**config.mk**
```make
export PLATFORM = sky130hd
export DESIGN_NAME = demux_buffer_flat
export DESIGN_NICKNAME = d
export VERILOG_FILES = /design/src/rtl/demux_pkg.sv /design/src/rtl/demux_buffer_if.sv /design/src/rtl/demux_fifo.sv /design/src/rtl/demux_buffer.sv /design/src/flat_wrapper.sv
export SDC_FILE = /design/constraint.sdc
export NUM_CORES = 1
export LEC_CHECK = 0
export CAP_MARGIN = 20
export CELL_PAD_IN_SITES_DETAIL_PLACEMENT = 0
export CELL_PAD_IN_SITES_GLOBAL_PLACEMENT = 2
export CORE_AREA = 2 2 126 128
export CTS_BUF_LIST = sky130_fd_sc_hd__clkbuf_2
export CTS_CLUSTER_SIZE = 12
export DETAILED_ROUTE_END_ITERATION = 7
export DIE_AREA = 0 0 128 130
export MAX_ROUTING_LAYER = met4
export PLACE_DENSITY_LB_ADDON = 0.1
export SLEW_MARGIN = 20
export SYNTH_ARGS = -nofsm -noshare
export SYNTH_HDL_FRONTEND = slang
export SYNTH_HIERARCHICAL = 1
export SYNTH_SLANG_ARGS = --single-unit
export TNS_END_PERCENT = 30
```
**constraint.sdc**
```tcl
create_clock -name clk -period 3.2 [get_ports clk]
set_input_delay 0.48 -clock clk [delete_from_list [all_inputs] [get_ports clk]]
set_output_delay 0.48 -clock clk [all_outputs]
set_load 0.03 [all_outputs]
```
**src/rtl/demux_pkg.sv**
```systemverilog
// Shared types and constants for the demux_buffer block.
package demux_pkg;

    typedef logic [31:0] word_t;

    localparam int unsigned DEFAULT_DEPTH = 2;
    localparam int unsigned STAT_W        = 16;

endpackage

```
**src/rtl/demux_buffer_if.sv**
```systemverilog
// Input and dual-output valid/ready bus of demux_buffer.
interface demux_buffer_if
    import demux_pkg::*;
#(
    parameter int unsigned WIDTH = $bits(word_t)
);
    logic [WIDTH-1:0] inp;
    logic             sel;
    logic             in_valid;
    logic             in_ready;
    logic [WIDTH-1:0] out1;
    logic             out1_valid;
    logic             out1_ready;
    logic [WIDTH-1:0] out2;
    logic             out2_valid;
    logic             out2_ready;

    modport master (
        output inp, sel, in_valid, out1_ready, out2_ready,
        input  in_ready, out1, out1_valid, out2, out2_valid
    );

    modport slave (
        input  inp, sel, in_valid, out1_ready, out2_ready,
        output in_ready, out1, out1_valid, out2, out2_valid
    );
endinterface

```
**src/rtl/demux_fifo.sv**
```systemverilog
// Synchronous valid/ready FIFO; DEPTH must be a power of two, at least 2.
module demux_fifo #(
    parameter int unsigned WIDTH = 32,
    parameter int unsigned DEPTH = 2
) (
    input  logic             clk,
    input  logic             reset,
    input  logic             in_valid,
    output logic             in_ready,
    input  logic [WIDTH-1:0] in_data,
    output logic             out_valid,
    input  logic             out_ready,
    output logic [WIDTH-1:0] out_data
);
    localparam int unsigned PTR_W = $clog2(DEPTH);
    localparam int unsigned CNT_W = PTR_W + 1;

    logic [WIDTH-1:0] mem [DEPTH];
    logic [PTR_W-1:0] wr_ptr;
    logic [PTR_W-1:0] rd_ptr;
    logic [CNT_W-1:0] count;
    logic             push;
    logic             pop;

    // Full blocks pushes even when a pop happens on the same edge.
    assign in_ready  = (count != CNT_W'(DEPTH));
    assign out_valid = (count != '0);
    assign out_data  = out_valid ? mem[rd_ptr] : '0;
    assign push      = in_valid && in_ready;
    assign pop       = out_valid && out_ready;

    always_ff @(posedge clk or posedge reset) begin
        if (reset) begin
            wr_ptr <= '0;
            rd_ptr <= '0;
            count  <= '0;
        end else begin
            if (push) wr_ptr <= wr_ptr + PTR_W'(1);
            if (pop)  rd_ptr <= rd_ptr + PTR_W'(1);
            case ({push, pop})
                2'b10:   count <= count + CNT_W'(1);
                2'b01:   count <= count - CNT_W'(1);
                default: count <= count;
            endcase
        end
    end

    // Storage needs no reset: the head is masked to zero while empty.
    always_ff @(posedge clk) begin
        if (push) mem[wr_ptr] <= in_data;
    end

endmodule

```
**src/rtl/demux_buffer.sv**
```systemverilog
// Routes each input word to one of two buffered outputs selected by sel.
// Optional per-destination accept counters under `DEMUX_BUFFER_STATS_EN.
module demux_buffer
    import demux_pkg::*;
#(
    parameter int unsigned WIDTH = $bits(word_t),
    parameter int unsigned DEPTH = DEFAULT_DEPTH
) (
    input  logic             clk,
    input  logic             reset,
    demux_buffer_if.slave    bus
`ifdef DEMUX_BUFFER_STATS_EN
    ,
    output logic [STAT_W-1:0] cnt1,
    output logic [STAT_W-1:0] cnt2
`endif
);
    logic ready1;
    logic ready2;

    // sel=1 targets out1, sel=0 targets out2; in_ready ignores in_valid.
    assign bus.in_ready = bus.sel ? ready1 : ready2;

    demux_fifo #(.WIDTH(WIDTH), .DEPTH(DEPTH)) u_fifo1 (
        .clk       (clk),
        .reset     (reset),
        .in_valid  (bus.in_valid && bus.sel),
        .in_ready  (ready1),
        .in_data   (bus.inp),
        .out_valid (bus.out1_valid),
        .out_ready (bus.out1_ready),
        .out_data  (bus.out1)
    );

    demux_fifo #(.WIDTH(WIDTH), .DEPTH(DEPTH)) u_fifo2 (
        .clk       (clk),
        .reset     (reset),
        .in_valid  (bus.in_valid && !bus.sel),
        .in_ready  (ready2),
        .in_data   (bus.inp),
        .out_valid (bus.out2_valid),
        .out_ready (bus.out2_ready),
        .out_data  (bus.out2)
    );

`ifdef DEMUX_BUFFER_STATS_EN
    localparam logic [STAT_W-1:0] STAT_MAX = '1;

    logic acc1;
    logic acc2;

    assign acc1 = bus.in_valid && bus.sel  && ready1;
    assign acc2 = bus.in_valid && !bus.sel && ready2;

    // Saturating accept counters per destination.
    always_ff @(posedge clk or posedge reset) begin
        if (reset) begin
            cnt1 <= '0;
            cnt2 <= '0;
        end else begin
            if (acc1 && (cnt1 != STAT_MAX)) cnt1 <= cnt1 + STAT_W'(1);
            if (acc2 && (cnt2 != STAT_MAX)) cnt2 <= cnt2 + STAT_W'(1);
        end
    end
`endif

endmodule

```
**src/flat_wrapper.sv**
```systemverilog
// flat-port wrapper written by rule: the top's interface ports become plain ports
module demux_buffer_flat import demux_pkg::*;
#(
    parameter int unsigned WIDTH = $bits(word_t),
    parameter int unsigned DEPTH = DEFAULT_DEPTH
)
  (clk, reset, bus_inp, bus_sel, bus_in_valid, bus_out1_ready, bus_out2_ready, bus_in_ready, bus_out1, bus_out1_valid, bus_out2, bus_out2_valid);
  demux_buffer_if #(.WIDTH(WIDTH)) bus_i ();
  input  logic clk;
  input  logic reset;
  input wire logic [$bits(bus_i.inp)-1:0] bus_inp;
  input wire logic [$bits(bus_i.sel)-1:0] bus_sel;
  input wire logic [$bits(bus_i.in_valid)-1:0] bus_in_valid;
  input wire logic [$bits(bus_i.out1_ready)-1:0] bus_out1_ready;
  input wire logic [$bits(bus_i.out2_ready)-1:0] bus_out2_ready;
  output wire logic [$bits(bus_i.in_ready)-1:0] bus_in_ready;
  output wire logic [$bits(bus_i.out1)-1:0] bus_out1;
  output wire logic [$bits(bus_i.out1_valid)-1:0] bus_out1_valid;
  output wire logic [$bits(bus_i.out2)-1:0] bus_out2;
  output wire logic [$bits(bus_i.out2_valid)-1:0] bus_out2_valid;
  assign bus_i.inp = bus_inp;
  assign bus_i.sel = bus_sel;
  assign bus_i.in_valid = bus_in_valid;
  assign bus_i.out1_ready = bus_out1_ready;
  assign bus_i.out2_ready = bus_out2_ready;
  assign bus_in_ready = bus_i.in_ready;
  assign bus_out1 = bus_i.out1;
  assign bus_out1_valid = bus_i.out1_valid;
  assign bus_out2 = bus_i.out2;
  assign bus_out2_valid = bus_i.out2_valid;
  demux_buffer #(.WIDTH(WIDTH), .DEPTH(DEPTH)) u_core (.clk(clk), .reset(reset), .bus(bus_i));
endmodule
```
-- After elaboration in Yosys (flattened, before gate mapping)
Memory sizes are Yosys's and may differ from the RTL's.
Cells that the tools add are included.
- register bits after elaboration: 8
- bits in latches: 0
- memory bits (writable): 128
- ROM bits: 0
- input port bits: 38
- logic and storage cells: 42
- memories: 2
- memory list (name ; words ; width ; read ports ; clocked after Yosys merged registers in ; write ports ; RTL line ; RTL):
    u_core.u_fifo1.mem ; 2 ; 32 ; 1 ; 0 ; 1 ; demux_fifo.sv:18 ; logic [WIDTH-1:0] mem [DEPTH];
    u_core.u_fifo2.mem ; 2 ; 32 ; 1 ; 0 ; 1 ; demux_fifo.sv:18 ;
- add/subtract/negate cells: 8
- multipliers: 0
- div/mod/pow operators: 0
- magnitude comparators: 0
- equal/unequal tests: 6
- shift-type cells: 0
- multiplexer cells: 9
- bitwise logic cells: 0
- reduce and logical (&&, ||, !) cells: 11
- operators by type and width (operator ; number):
    $mux 32 ; 2
    $pmux 2 s2 ; 2
    $reduce_bool 2->1 ; 4
    $logic_and 1x1->1 ; 6
    $mux 1 ; 5
    $add 1x1->1 const B ; 4
    $add 2x1->2 const B ; 2
    $eq 2x1->1 const B ; 2
    $eq 2x2->1 const B ; 2
    $ne 2x2->1 const B ; 2
    $sub 2x1->2 const B ; 2
    $logic_not 1->1 ; 1

-- Depth between registers and ports, before layout
Gate-level depths: netlist (run 1).
- depth after elaboration: 5
- mapped depth: 7

-- Modules after synthesis
The synthesis (run 1) kept the hierarchy.
- modules (own cells, without submodules) (module ; times used ; cells each ; area an instance (um^2)):
    demux_fifo ; 2 ; 154 ; 2615.0
    demux_buffer ; 1 ; 3 ; 31.3

-- Least setup slack after synthesis (run 1)
No wires, ideal clock.
- path type: input to register
- start: in bus_sel
- end: mem u_core.u_fifo2.mem[0][0], enable pin
- library setup time: 421 ps
- data arrival time: 2129 ps
- slack: 650 ps
- stages: 3
- path buffers: 0
- cells stage by stage: and2b_2 nand2_1 nor2_1
- longest elaborated chain between the ends: 5
- ends and longest elaborated chain (what ; RTL line ; RTL):
    start: declaration ; flat_wrapper.sv:12 ; input wire logic [$bits(bus_i.sel)-1:0] bus_sel;
    $logic_not 1->1 ; demux_buffer.sv:38 ; .in_valid (bus.in_valid && !bus.sel),
    $logic_and 1x1->1 ; demux_buffer.sv:38 ;
    $logic_and 1x1->1 ; demux_fifo.sv:29 ; assign push = in_valid && in_ready;
    $mux 1 ; demux_fifo.sv:50 ; if (push) mem[wr_ptr] <= in_data;
    $mux 1 (implied by the code) ; demux_fifo.sv:50 ;
    end: declaration ; demux_fifo.sv:18 ;
Every way passes these cells.

-- Worst setup path after layout (run 1)
- start: reg u_core.u_fifo1.rd_ptr
- end: out bus_out1[24]
- longest elaborated chain between the ends: 2
- ends and longest elaborated chain (what ; RTL line ; RTL):
    start: declaration ; demux_fifo.sv:20 ; logic [PTR_W-1:0] rd_ptr;
    start signal: assignment ; demux_fifo.sv:39 ; if (pop) rd_ptr <= rd_ptr + PTR_W'(1);
    $mem_v2 2x32 ; - ;
    $mux 32 ; demux_fifo.sv:28 ; assign out_data = out_valid ? mem[rd_ptr] : '0;
    end: declaration ; flat_wrapper.sv:17 ; output wire logic [$bits(bus_i.out1)-1:0] bus_out1;
Every way passes these cells.

==> run summary, run 1 <==
routed len/inst = 17.7 um
sort of element at the end of the critical path = output port
register share of total power = 35.7%
number of cells on the worst reg-to-reg path = 3
per-instance average area after synthesis = 16.9 um2
Placer Congestion = 0.693
Die Area = 16600 um2
initial antenna violation count = 1
via count = 2983
Gate power share = 47.8%
Highest Clock Rate = 338 MHz
register cell area after layout = 4050 um2
synthesized instance count = 311
standby leakage power = 0.00254 uW
worst reg2reg endpoint = u_core/u_fifo2/mem[1][27]
tightest slew margin relative to the limit = 54.5%
pin count of the biggest net entering global routing = 24
arrival time worst endpoint = 2480 ps
Crit Path Class = reg2out
post-synthesis instance area = 5260 um2
worst-path fanout max = 21
DRC violation count after routing = 0
1st-pass router iterations = 4
max-slew violations = 0
reported net switching power = 2690 uW
overall die height = 130 um
TritonCTS clock tree = yes
number of warnings reported in the yosys synthesis log = 6
post-synth net total = 351
count of buffers from port buffering = 104
part of the total power dissipated in the clock network = 16.5%
worst-case register-to-register setup slack = 1340 ps
total CTS buffers = 17
worst hold endpoint = u_core/u_fifo2/mem[1][28]
detail-routed via count per cell = 4.65
path type of the worst min-delay path = in2reg
Clock Tree Buf Depth = 2
unrepaired setup endpoints after global routing = no
root cell of the clock tree = sky130_fd_sc_hd__clkbuf_2
net switching share of the total power = 39.8%
fraction of final layout cells with drive strength greater than 1 = 13.4%
final worst clock skew = 18.4 ps
row count = 46
clk sinks = 136
power density over the cells = 977 nW/um2
Initial Utilization = 34.1%
maximum VDD drop = 0.392 mV
Final Critical Period = 2960 ps
endpoints failing setup = 0
combined area of the multi-input logic cells = 1130 um2
number of distinct library cells after synthesis = 19
First DRT Iteration DRCs = 151
Ports = 105
core area = 15400 um2
post-route clock period utilization = 92.5%
worst hold margin = 435 ps
global-route total usage across every layer = 15.2%
vias in the first global route = 3119
total overflow reported by the global router = 0
internal cell power = 4060 uW
Routed WL = 11400 um
global-route wire length before repair = 17600 um
slew of the pin with the lowest slew margin = 683 ps
Hold Fails Final Rpt = 0
cell depth of the worst hold path = 1
worst setup timing slack at the placement stage = 736 ps
Die X-Extent = 128 um
Final Net Count = 476
growth of design area from synthesis to finish = 31.3%
number of fill cells = 1402
result of the run = finished clean
number of nets with antenna violations after routing = 0
proportion of synthesized chip area in sequential cells = 76.9%
post-synthesis sequential element count = 136
source of the worst register-to-register timing path = u_core/u_fifo2/count[0]
crit path launch type = flip-flop
max-cap viol count = 0
H-Tree Level Count = 4
hold path startpoint = bus_inp[28]
worst skew pair latency = 670 ps
clock slew at the register clock pins of the worst setup and hold paths = 190 ps
setup slack after layout = 239 ps
data required time of the critical path = 2720 ps
half-perimeter wire length after detailed placement = 7440 um
==> sequential cells by signal, summed over array words and instances (netlist names) <==
register and count:
u_core/u_fifo1/rd_ptr 1, u_core/u_fifo2/mem 64, u_core/u_fifo2/wr_ptr 1, u_core/u_fifo2/rd_ptr 1, u_core/u_fifo1/mem 64, u_core/u_fifo2/count 2
u_core/u_fifo1/count 2, u_core/u_fifo1/wr_ptr 1
==> cell families after synthesis <==
kind of cell,count (synthesis),share of synthesized area (%)
adder cells (fa/ha/maj),2,0.476
flip-flops,136,76.9
AND/OR/NAND/NOR,80,6.54
XOR/XNOR,10,1.66
multiplexers,65,12.5
buffers and inverters,18,2.00
==> worst max path at each step <==
stage | from | to | depth (start not counted)
detailed placement | u_core/u_fifo1/count[0] | bus_out1[0] | 4
global route | u_core/u_fifo1/rd_ptr | bus_out1[24] | 4
CTS | u_core/u_fifo2/count[1] | bus_out2[30] | 4
floorplan | bus_sel | u_core/u_fifo2/mem[0][0] | 3
global placement | u_core/u_fifo1/count[0] | bus_out1[0] | 4
finish | u_core/u_fifo1/rd_ptr | bus_out1[24] | 4
==> metrics by stage <==
stage | instance area (um2) | TNS (ps) | power, uW | util, % | std cells
6_report | 6910 | 0 | 6750 | 44.8 | 642
5_1_grt | 6910 | 0 | 7120 | 44.8 | 642
4_1_cts | 6890 | -77.5 | 6850 | 44.7 | 639
3_5_place_dp | 6600 | 0 | 5710 | 42.8 | 605
3_3_place_gp | 6600 | 0 | 5700 | 42.8 | 605
2_1_floorplan | 5260 | 0 | 4370 | - | 311
==> Yosys cell counts <==
master / number / share of area (%)
sky130_fd_sc_hd__nor2_1: 68 / 4.9
sky130_fd_sc_hd__edfxtp_1: 128 / 73
sky130_fd_sc_hd__xor2_1: 4 / 0.67
sky130_fd_sc_hd__and2b_2: 1 / 0.17
sky130_fd_sc_hd__ha_1: 2 / 0.48
sky130_fd_sc_hd__xnor2_1: 6 / 1.0
sky130_fd_sc_hd__nor2_4: 2 / 0.43
sky130_fd_sc_hd__nand2b_1: 2 / 0.24
sky130_fd_sc_hd__buf_4: 8 / 1.1
sky130_fd_sc_hd__nand2_1: 2 / 0.14
sky130_fd_sc_hd__and3_1: 2 / 0.24
sky130_fd_sc_hd__inv_2: 2 / 0.14
sky130_fd_sc_hd__mux2_4: 1 / 0.29
sky130_fd_sc_hd__and2_2: 1 / 0.14
sky130_fd_sc_hd__and2_4: 2 / 0.33
sky130_fd_sc_hd__mux2i_1: 64 / 12
sky130_fd_sc_hd__dfrtp_1: 8 / 3.8
sky130_fd_sc_hd__inv_1: 2 / 0.14
sky130_fd_sc_hd__buf_2: 6 / 0.57
==> power by group through the flow <==
stage,registers [uW],clock network (uW),logic [uW]
global route,2440,1240,3450
finish,2410,1110,3230
floorplan,2350,0,2010
CTS,2420,1160,3280
global placement,2440,0,3260
detailed placement,2450,0,3260
==> layout by cell type, fill, tap and decap left out, drive strengths merged, types with 3 or more instances in the layout <==
master | netlist | layout
edfxtp | 128 | 128
clkinvlp | 0 | 4
xor2 | 4 | 4
xnor2 | 6 | 6
nor2 | 70 | 70
clkdlybuf4s50 | 0 | 102
buf | 14 | 15
mux2i | 64 | 64
clkbuf | 0 | 18
dfrtp | 8 | 8
and2 | 3 | 3
bufinv | 0 | 4
clkinv | 0 | 6
inv | 4 | 4
==> layout make-up <==
class	count	area share, %
flip-flops and latches	136	58.6
repair buffers	120	17.4
multi-input cells	157	16.4
well taps	192	3.48
clock inverters	14	2.63
clock buffers	18	1.30
inverters	4	0.217
diodes	1	0.0362
==> routing by layer <==
metal	wire [um]	vias up	share of wire, %	global-route usage [%]
li1	-	1392	-	-
met4	168	0	1.5	6.21
met5	0	-	0	-
met3	411	13	3.6	3.81
met2	6100	80	54	25.9
met1	4700	1498	41	17.2
==> worst max-delay path, cell delays in order, from the launching register on <==
cell and delay, ps:
sky130_fd_sc_hd__dfrtp_4 690, sky130_fd_sc_hd__buf_12 230, sky130_fd_sc_hd__mux2i_1 130, sky130_fd_sc_hd__nor2_1 90, sky130_fd_sc_hd__clkdlybuf4s50_1 680
==> repair_timing <==
action	4_1_cts	5_1_grt
resized for setup	3	0
endpoints found under the setup margin	51	17
buffers inserted	1	2
pin swaps	2	1
hold endpoints to repair	8	0
hold buffers	1	0
Note: power is estimated with default switching activity, not from simulation.
==> run 2: changes to the inputs <==
HOLD_SLACK_MARGIN = 0.1   (was unset)
==> results of run 2 <==
The final DEF is identical to that of run 1; final timing and power are the same.
==> run 3: changes to the inputs <==
GPL_ROUTABILITY_DRIVEN = 0   (was unset)
RECOVER_POWER = 50   (was unset)
==> run summary, run 3 (synthesis results as in run 1) <==
overall die height = 130 um (unchanged)
final worst clock skew = 19.0 ps (was 18.4 ps)
Initial Utilization = 34.1% (unchanged)
Ports = 105 (unchanged)
total CTS buffers = 17 (unchanged)
clock slew at the register clock pins of the worst setup and hold paths = 180 ps (was 190 ps)
Power Total = 6730 uW (was 6750 uW)
TritonCTS clock tree = yes (unchanged)
worst hold margin = 484 ps (was 435 ps)
path type of the worst min-delay path = in2reg (unchanged)
global-route wire length before repair = 17600 um (unchanged)
total overflow reported by the global router = 0 (unchanged)
count of buffers from port buffering = 104 (unchanged)
standby leakage power = 0.00255 uW (was 0.00254 uW)
pin count of the biggest net entering global routing = 24 (unchanged)
Hold Fails Final Rpt = 0 (unchanged)
1st-pass router iterations = 4 (unchanged)
worst skew pair latency = 670 ps (about the same)
post-route clock period utilization = 92.5% (about the same)
slew of the pin with the lowest slew margin = 1170 ps (was 683 ps)
worst reg2reg endpoint = u_core/u_fifo1/mem[0][22] (was u_core/u_fifo2/mem[1][27])
unrepaired setup endpoints after global routing = no (unchanged)
clk sinks = 136 (unchanged)
maximum VDD drop = 0.392 mV (about the same)
power density over the cells = 977 nW/um2 (about the same)
number of cells on the worst reg-to-reg path = 4 (was 3)
fraction of final layout cells with drive strength greater than 1 = 12.7% (was 13.4%)
worst-case register-to-register setup slack = 900 ps (was 1340 ps)
worst-path fanout max = 21 (unchanged)
Routed WL = 11400 um (about the same)
Final Net Count = 476 (unchanged)
number of fill cells = 1404 (was 1402)
half-perimeter wire length after detailed placement = 7440 um (unchanged)
sort of element at the end of the critical path = output port (unchanged)
number of nets with antenna violations after routing = 0 (unchanged)
data required time of the critical path = 2720 ps (about the same)
H-Tree Level Count = 4 (unchanged)
routed len/inst = 17.7 um (about the same)
Clock Tree Buf Depth = 2 (unchanged)
source of the worst register-to-register timing path = u_core/u_fifo1/count[0] (was u_core/u_fifo2/count[0])
Highest Clock Rate = 338 MHz (about the same)
worst hold endpoint = u_core/u_fifo2/rd_ptr (was u_core/u_fifo2/mem[1][28])
row count = 46 (unchanged)
cell depth of the worst hold path = 3 (was 1)
hold path startpoint = bus_out2_ready (was bus_inp[28])
Final Critical Period = 2960 ps (about the same)
placement-stage cell area = 6600 um2 (unchanged)
detail-routed via count per cell = 4.62 (was 4.65)
registers with the most flip-flops = u_core/u_fifo1/mem: 64 flops, u_core/u_fifo2/mem: 64 flops (unchanged)
max-slew violations = 0 (unchanged)
initial antenna violation count = 1 (unchanged)
Crit Path Class = reg2out (unchanged)
global-route total usage across every layer = 15.2% (unchanged)
result of the run = finished clean (unchanged)
Design Area, Final = 6890 um2 (was 6910 um2)
Die X-Extent = 128 um (unchanged)
most common cell after layout, fill and taps aside = sky130_fd_sc_hd__edfxtp_1 (unchanged)
endpoints failing setup = 0 (unchanged)
First DRT Iteration DRCs = 128 (was 151)
core area = 15400 um2 (unchanged)
crit path launch type = flip-flop (unchanged)
DRC violation count after routing = 0 (unchanged)
root cell of the clock tree = sky130_fd_sc_hd__clkbuf_2 (unchanged)
via count = 2967 (was 2983)
tightest slew margin relative to the limit = 21.5% (was 54.5%)
arrival time worst endpoint = 2480 ps (about the same)
Die Area = 16600 um2 (unchanged)
growth of design area from synthesis to finish = 31.0% (was 31.3%)
commonest cells after routing, fill and taps aside = sky130_fd_sc_hd__edfxtp_1 (128), sky130_fd_sc_hd__clkdlybuf4s50_1 (69), sky130_fd_sc_hd__nor2_1 (68), sky130_fd_sc_hd__mux2i_1 (64), sky130_fd_sc_hd__dlygate4sd3_1 (34) (was sky130_fd_sc_hd__edfxtp_1 (128), sky130_fd_sc_hd__clkdlybuf4s50_1 (102), sky130_fd_sc_hd__nor2_1 (66), sky130_fd_sc_hd__mux2i_1 (64), sky130_fd_sc_hd__clkbuf_2 (18))
max-cap viol count = 0 (unchanged)
vias in the first global route = 3119 (unchanged)
-- run 3: cell types whose count changed in the layout (fill, tap and decap cells not counted) --
| cell | delta |
|---|---|
| sky130_fd_sc_hd__and3_1 | +1 |
| sky130_fd_sc_hd__and3_2 | -1 |
| sky130_fd_sc_hd__clkdlybuf4s50_1 | -33 |
| sky130_fd_sc_hd__dlygate4sd3_1 | +33 |
| sky130_fd_sc_hd__nor2_1 | +2 |
| sky130_fd_sc_hd__nor2_4 | -2 |
-- run 3: per-stage QoR --
| step | cells | util (%) | setup slack [ps] | TNS (ps) |
|---|---|---|---|---|
| finish | 642 | 44.7 | 239 | 0 |
| global route | 642 | 44.7 | 32.1 | 0 |
| CTS | 639 | 44.7 | -20.5 | -77.5 |
| detailed placement | 605 | 42.8 | 736 | 0 |
| global placement | 605 | 42.8 | 768 | 0 |
| floorplan | 311 | - | 650 | 0 |
-- run 3: how the worst max path moves through the flow --
stage | start | endpoint | slack (ps) | cells past startpoint
2_1_floorplan | bus_sel | u_core/u_fifo2/mem[0][0] | 650 | 3
3_3_place_gp | u_core/u_fifo1/count[0] | bus_out1[0] | 770 | 4
3_5_place_dp | u_core/u_fifo1/count[0] | bus_out1[0] | 740 | 4
4_1_cts | u_core/u_fifo2/count[1] | bus_out2[30] | -20 | 4
5_1_grt | u_core/u_fifo1/rd_ptr | bus_out1[24] | 30 | 4
6_report | u_core/u_fifo1/rd_ptr | bus_out1[24] | 240 | 4
-- run 3: layer usage --
layer,vias to the layer above,track usage [%],part of all wire (%)
met5,-,-,0
met3,13,3.81,3.8
met2,75,25.9,54
li1,1390,-,-
met4,0,6.21,1.5
met1,1489,17.2,41
-- run 3: cell type report --
cell class	count	area, um2	area share [%]
antenna	1	2.50	0.0363
clock buffer	18	90.1	1.31
clock inverter	14	181	2.63
inverter	4	15.0	0.218
multi-input combinational	157	1110	16.2
sequential	136	4050	58.8
tap	192	240	3.49
timing repair buffer	120	1200	17.4
-- run 3: timing repair --
action	CTS	global route
pin swaps	2	1
setup endpoints to repair	51	17
buffers inserted	1	2
endpoints found under the hold margin	8	0
hold buffers	1	0
gates resized for setup	3	0
-- run 3: critical path, cell delays in order, from the launching register on --
cell                              delay (ps)
sky130_fd_sc_hd__dfrtp_4                 690
sky130_fd_sc_hd__buf_12                  230
sky130_fd_sc_hd__mux2i_1                 130
sky130_fd_sc_hd__nor2_1                   90
sky130_fd_sc_hd__clkdlybuf4s50_1         680
-- run 3: power breakdown --
part	leakage (uW)	internal [uW]	switching (uW)
Combinational	0.00114	1310	1900
Clock	0.000151	506	605
Sequential	0.00126	2230	170
